`src/rtl/ram_sync_dp.sv`:
```
// Synchronous simple-dual-port RAM with byte enables, 1- or 2-cycle read latency,
// selectable read-during-write policy, range checking and a hardware clear sequencer.
module ram_sync_dp #(
  parameter int unsigned addr_size   = 4,
  parameter int unsigned word_size   = 16,
  parameter int unsigned memory_size = 12,
  parameter int unsigned rd_latency  = 1,
  parameter int unsigned write_first = 1
) (
  input  logic                   clk,
  input  logic                   rst_n,
  input  logic                   cs,
  input  logic                   clr,
  input  logic                   wr,
  input  logic [addr_size-1:0]   wr_addr,
  input  logic [word_size-1:0]   wr_data,
  input  logic [word_size/8-1:0] wr_be,
  input  logic                   rd,
  input  logic [addr_size-1:0]   rd_addr,
  output logic [word_size-1:0]   rd_data,
  output logic                   rd_valid,
  output logic                   err,
  output logic                   init_busy
);

  localparam int unsigned BE_W = word_size / 8;
  localparam int unsigned AW1  = addr_size + 1;
  localparam logic [AW1-1:0]       MEM_WORDS = AW1'(memory_size);
  localparam logic [addr_size-1:0] CNT_LAST  = addr_size'(memory_size - 1);
  localparam bit                   WF        = (write_first != 0);

  typedef enum logic {ST_CLEAR = 1'b0, ST_READY = 1'b1} state_e;

  state_e               state_q, state_d;
  logic [addr_size-1:0] cnt_q, cnt_d;
  logic                 clear_we_c;

  logic [word_size-1:0] mem [memory_size];

  // State register; init_busy tracks the state being entered
  always_ff @(posedge clk or negedge rst_n) begin
    if (!rst_n) begin
      state_q   <= ST_CLEAR;
      cnt_q     <= '0;
      init_busy <= 1'b1;
    end else begin
      state_q   <= state_d;
      cnt_q     <= cnt_d;
      init_busy <= (state_d == ST_CLEAR);
    end
  end

  // Next-state logic; clr during CLEAR is deliberately ignored
  always_comb begin
    state_d = state_q;
    case (state_q)
      ST_CLEAR: if (cnt_q == CNT_LAST) state_d = ST_READY;
      ST_READY: if (clr)               state_d = ST_CLEAR;
      default:                         state_d = ST_CLEAR;
    endcase
  end

  // Clear sequencer controls
  always_comb begin
    clear_we_c = 1'b0;
    cnt_d      = '0;
    case (state_q)
      ST_CLEAR: begin
        clear_we_c = 1'b1;
        cnt_d      = (cnt_q == CNT_LAST) ? '0 : cnt_q + addr_size'(1);
      end
      default: cnt_d = '0;
    endcase
  end

  // Access decode
  logic ready_c, wr_in_c, rd_in_c, wr_acc_c, rd_acc_c, wr_do_c, err_c, collide_c;
  logic [word_size-1:0] old_word_c, new_word_c, rd_word_c;

  always_comb begin
    ready_c   = (state_q == ST_READY);
    wr_in_c   = {1'b0, wr_addr} < MEM_WORDS;
    rd_in_c   = {1'b0, rd_addr} < MEM_WORDS;
    wr_acc_c  = ready_c & cs & wr;
    rd_acc_c  = ready_c & cs & rd;
    wr_do_c   = wr_acc_c & wr_in_c;
    err_c     = (cs & (rd | wr) & ~ready_c) | (wr_acc_c & ~wr_in_c) | (rd_acc_c & ~rd_in_c);
    collide_c = wr_do_c & (wr_addr == rd_addr);
    old_word_c = rd_in_c ? mem[rd_addr] : '0;
    new_word_c = old_word_c;
    for (int i = 0; i < int'(BE_W); i++) begin
      if (wr_be[i]) new_word_c[8*i +: 8] = wr_data[8*i +: 8];
    end
    rd_word_c = (WF && collide_c) ? new_word_c : old_word_c;
  end

  // Storage array: no reset, zeroed by the clear sequencer
  always_ff @(posedge clk) begin
    if (clear_we_c) begin
      mem[cnt_q] <= '0;
    end else if (wr_do_c) begin
      for (int i = 0; i < int'(BE_W); i++) begin
        if (wr_be[i]) mem[wr_addr][8*i +: 8] <= wr_data[8*i +: 8];
      end
    end
  end

  always_ff @(posedge clk or negedge rst_n) begin
    if (!rst_n) err <= 1'b0;
    else        err <= err_c;
  end

  // Read pipeline; rd_data only changes on a valid pulse
  generate
    if (rd_latency == 2) begin : g_lat2
      logic                 s1_valid;
      logic [word_size-1:0] s1_data;
      always_ff @(posedge clk or negedge rst_n) begin
        if (!rst_n) begin
          s1_valid <= 1'b0;
          s1_data  <= '0;
          rd_valid <= 1'b0;
          rd_data  <= '0;
        end else begin
          s1_valid <= rd_acc_c;
          if (rd_acc_c) s1_data <= rd_word_c;
          rd_valid <= s1_valid;
          if (s1_valid) rd_data <= s1_data;
        end
      end
    end else begin : g_lat1
      always_ff @(posedge clk or negedge rst_n) begin
        if (!rst_n) begin
          rd_valid <= 1'b0;
          rd_data  <= '0;
        end else begin
          rd_valid <= rd_acc_c;
          if (rd_acc_c) rd_data <= rd_word_c;
        end
      end
    end
  endgenerate

endmodule

```
`config.mk`:
```
export PLATFORM = sky130hd
export DESIGN_NAME = ram_sync_dp
export DESIGN_NICKNAME = d
export VERILOG_FILES = /design/src/rtl/ram_sync_dp.sv
export SDC_FILE = /design/constraint.sdc
export NUM_CORES = 1
export LEC_CHECK = 0
export ABC_AREA = 1
export BUFFER_PORTS_ARGS = -buffer_cell sky130_fd_sc_hd__buf_2
export CAP_MARGIN = 10
export CORE_MARGIN = 5
export CORE_UTILIZATION = 61
export DETAILED_ROUTE_END_ITERATION = 8
export GPL_ROUTABILITY_DRIVEN = 0
export PLACE_DENSITY_LB_ADDON = 0.1
export SYNTH_ARGS = -nofsm -noshare
export SYNTH_HDL_FRONTEND = slang
export SYNTH_SLANG_ARGS = --single-unit
```
`constraint.sdc`:
```
create_clock -name clk -period 2.4 [get_ports clk]
set_input_delay 0.12 -clock clk [delete_from_list [all_inputs] [get_ports clk]]
set_output_delay 0.12 -clock clk [all_outputs]
set_load 0.005 [all_outputs]
```
==> impl_metrics.yaml <==
synthesis:
  yosys_warnings: 0
  syn-instance-count: 849
  ys_ff_latch: 216
  syn_area_sq_um: 9170
  ys_seq_area_share_pct: 69.4
  synth_area_per_cell_sq_um: 10.8
  syn_nets: 882
  synth.distinct_cells: 30
power:
  p_seq_share_pct: 49.3
  internal-power_w: 0.00764
  total_power_w: 0.0105
  p_comb_share_pct: 19.5
  p_clk_share_pct: 31.2
  leakage_nw: 4.36
  powerDensity_nw_per_um2: 982
  swShare_pct: 27.1
  irDropWorstVdd_mv: 0.791
  switching_power_w: 0.00284
timing:
  post-route-period-util_pct: 92.9
  tightest_slew_ns: 0.540
  max_freq_ghz: 0.448
  finalCriticalPeriod_ns: 2.23
  finalSetupViolCount: 0
  hold_violations: 0
  finClkSkew_ns: 0.0105
  holdWs_ns: 0.00720
  tns_ns: 0
  max-slew-margin-rel_pct: 63.9
  slew_viol_final: 0
cells_and_area:
  drive_above_1_share_pct: 16.5
  final_area_sq_um: 10700
  area_growth_pct: 16.2
  final_common_cell: "edfxtp_1"
  final_cell_mix: "edfxtp_1 (192), nand2_1 (177), nor2_1 (130)"
  layout.nets: 971
  final_cells: 1136
  multi_input_area_sq_um: 2400
  num_antenna_cells: 0
  seq_area_sq_um: 6370
  fillers: 997
die:
  dieArea_sq_um: 17600
  num_rows: 44
  die_h_um: 133
  core_sq_um: 14600
  ios: 51
  die_w_um: 133
  start_util_pct: 62.6
setup_path:
  slowest_stage: "dfrtp_2"
  regToRegSetupSlack_ns: 0.17
  critPathLaunch: "ready_c"
  cp_top_family: "simple AND/OR/NAND/NOR gates"
  cp_num_cells: 9
  worst_r2r_endpoint: "mem[1][1]"
  reg2reg_depth: 9
  max_stage_delay_ns: 0.43
  worstPathArrival_ns: 2.44
  start_kind: "flip-flop"
  criticalPathCategory: "flip-flop to flip-flop"
  end_kind: "flip-flop"
  worstPathMaxFanout: 9
  crit_chain: "nand3_2 > nor2_4 > o21ai_2 > o21ai_2 > inv_1 > nor2_1 > nand2_1 > nor2_1 > buf_4"
  path_buf_inv: 2
  reg2reg_from: "ready_c"
  crit_required_ns: 2.61
grt:
  grt_pass1_wl_mm: 34.6
  grt_overflow: 0
  grt_pass1_vias: 6335
  antenna_found_initial: 0
  grt_max_degree: 98
  track_usage_pct: 24.9
drt:
  wire_per_inst_um: 19.2
  drc: 0
  final_antenna_net_count: 0
  wl_mm: 21.8
  drt_first_pass_iters: 5
  vias_per_cell: 5.82
  drt_iter0_markers: 814
  vias: 6613
run:
  maxCapViolations: 0
worst_hold_path:
  hp-class: "input port to flip-flop"
  min_from: "wr_data[13]"
  hold_depth: 5
  min_to: "rd_data[13]"
cts:
  post-cts-setup-buffers: 0
  h-tree-depth: 1
  clk_pin_slew_worst_paths_ns: 0.07
  cts_buffers: 22
  cts_max_path_buffers: 3
  root_buffer: "clkbuf_16"
  clk_latency_ns: 0.50
  cts_sinks: 216
  cts_tree: "built"
placement:
  dpl.hpwl_mm: 14.4
  place_area_sq_um: 9860
  io_buffer_count: 50
  place_inst: 1087
run_status:
  outcome: "finished, final reports clean"
cell type report:
type                            count  area share, %
Inverter                           55           1.94
Clock inverter                     10          0.869
Tap cell                          184           2.16
Multi-Input combinational cell    531           22.5
Timing Repair Buffer              112           7.21
Clock buffer                       28           5.58
Sequential cell                   216           59.7
registers in the layout, indices dropped and copies added, names as in the netlist:
name	cells
mem	192
rd_data	16
cnt_q	4
err	1
init_busy	1
rd_valid	1
ready_c	1
Yosys cell counts (all sizes together):
| cell | n | area, sq um |
|---|---|---|
| o211ai | 16 | 120 |
| a21oi | 12 | 60.1 |
| ha | 1 | 12.5 |
| o21ai | 39 | 203 |
| clkinv | 1 | 3.75 |
| nand3 | 117 | 591 |
| nand2 | 177 | 664 |
| edfxtp | 192 | 5770 |
| or2 | 16 | 100 |
| nand4 | 14 | 87.6 |
| xnor2 | 1 | 8.76 |
| clkbuf | 26 | 97.6 |
| buf | 21 | 109 |
| dfrtp | 23 | 576 |
| xor2 | 1 | 8.76 |
| nor2 | 134 | 515 |
| dfstp | 1 | 26.3 |
| and2 | 1 | 6.26 |
| a21boi | 1 | 7.51 |
| o221ai | 1 | 8.76 |
| inv | 54 | 203 |
tightest hold or removal path: stages:
cell and delay [ns]:
buf_2 0.10, inv_1 0.06, nor2_1 0.04, nor2_1 0.07, a21oi_1 0.07
layer usage:
| metal | up-vias | wire [um] | GRT usage (%) |
|---|---|---|---|
| met5 | - | 0 | 0 |
| met4 | 0 | 368 | 5.60 |
| met3 | 41 | 2190 | 5.01 |
| met2 | 359 | 9890 | 38.4 |
| met1 | 3138 | 9370 | 37.3 |
| li1 | 3075 | - | - |
power by group through the flow:
stage / registers (W) / clock network, W / logic (W)
floorplan: 0.00520 / 0 / 0.00121
global placement: 0.00521 / 0 / 0.00193
detailed placement: 0.00524 / 0 / 0.00198
CTS: 0.00517 / 0.00332 / 0.00203
global route: 0.00523 / 0.00348 / 0.00227
finish: 0.00517 / 0.00326 / 0.00204
how the worst max path moves through the flow:
stage | end | slack, ns
floorplan | mem[5][0] | 0.34
global placement | mem[7][8] | 0.27
detailed placement | mem[1][5] | 0.18
CTS | mem[1][1] | 0.10
global route | mem[8][1] | -0.001
finish | mem[1][1] | 0.17
kinds of logic (layout without fill, tap and decap cells):
kind of cell    after synthesis  count (layout)  synth area share [%]
compound gates               69              69                  4.35
xor+xnor                      2               2                 0.191
fa+ha+maj                     1               1                 0.136
buf+inv                     102             205                  4.50
flops                       216             216                  69.4
simple gates                459             459                  21.4
per-stage QoR:
stage | utilization (%) | setup slack, ns
finish | 72.8 | 0.169
global route | 72.8 | -0.00143
CTS | 72.7 | 0.103
detailed placement | 67.3 | 0.178
global placement | 67.3 | 0.273
floorplan | - | 0.340
repair_timing:
item	CTS	global route
hold endpoints to repair	33	0
gates resized for setup	0	4
endpoints found under the setup margin	0	104
hold buffers	11	0
Power figures use the tool's default switching activity.
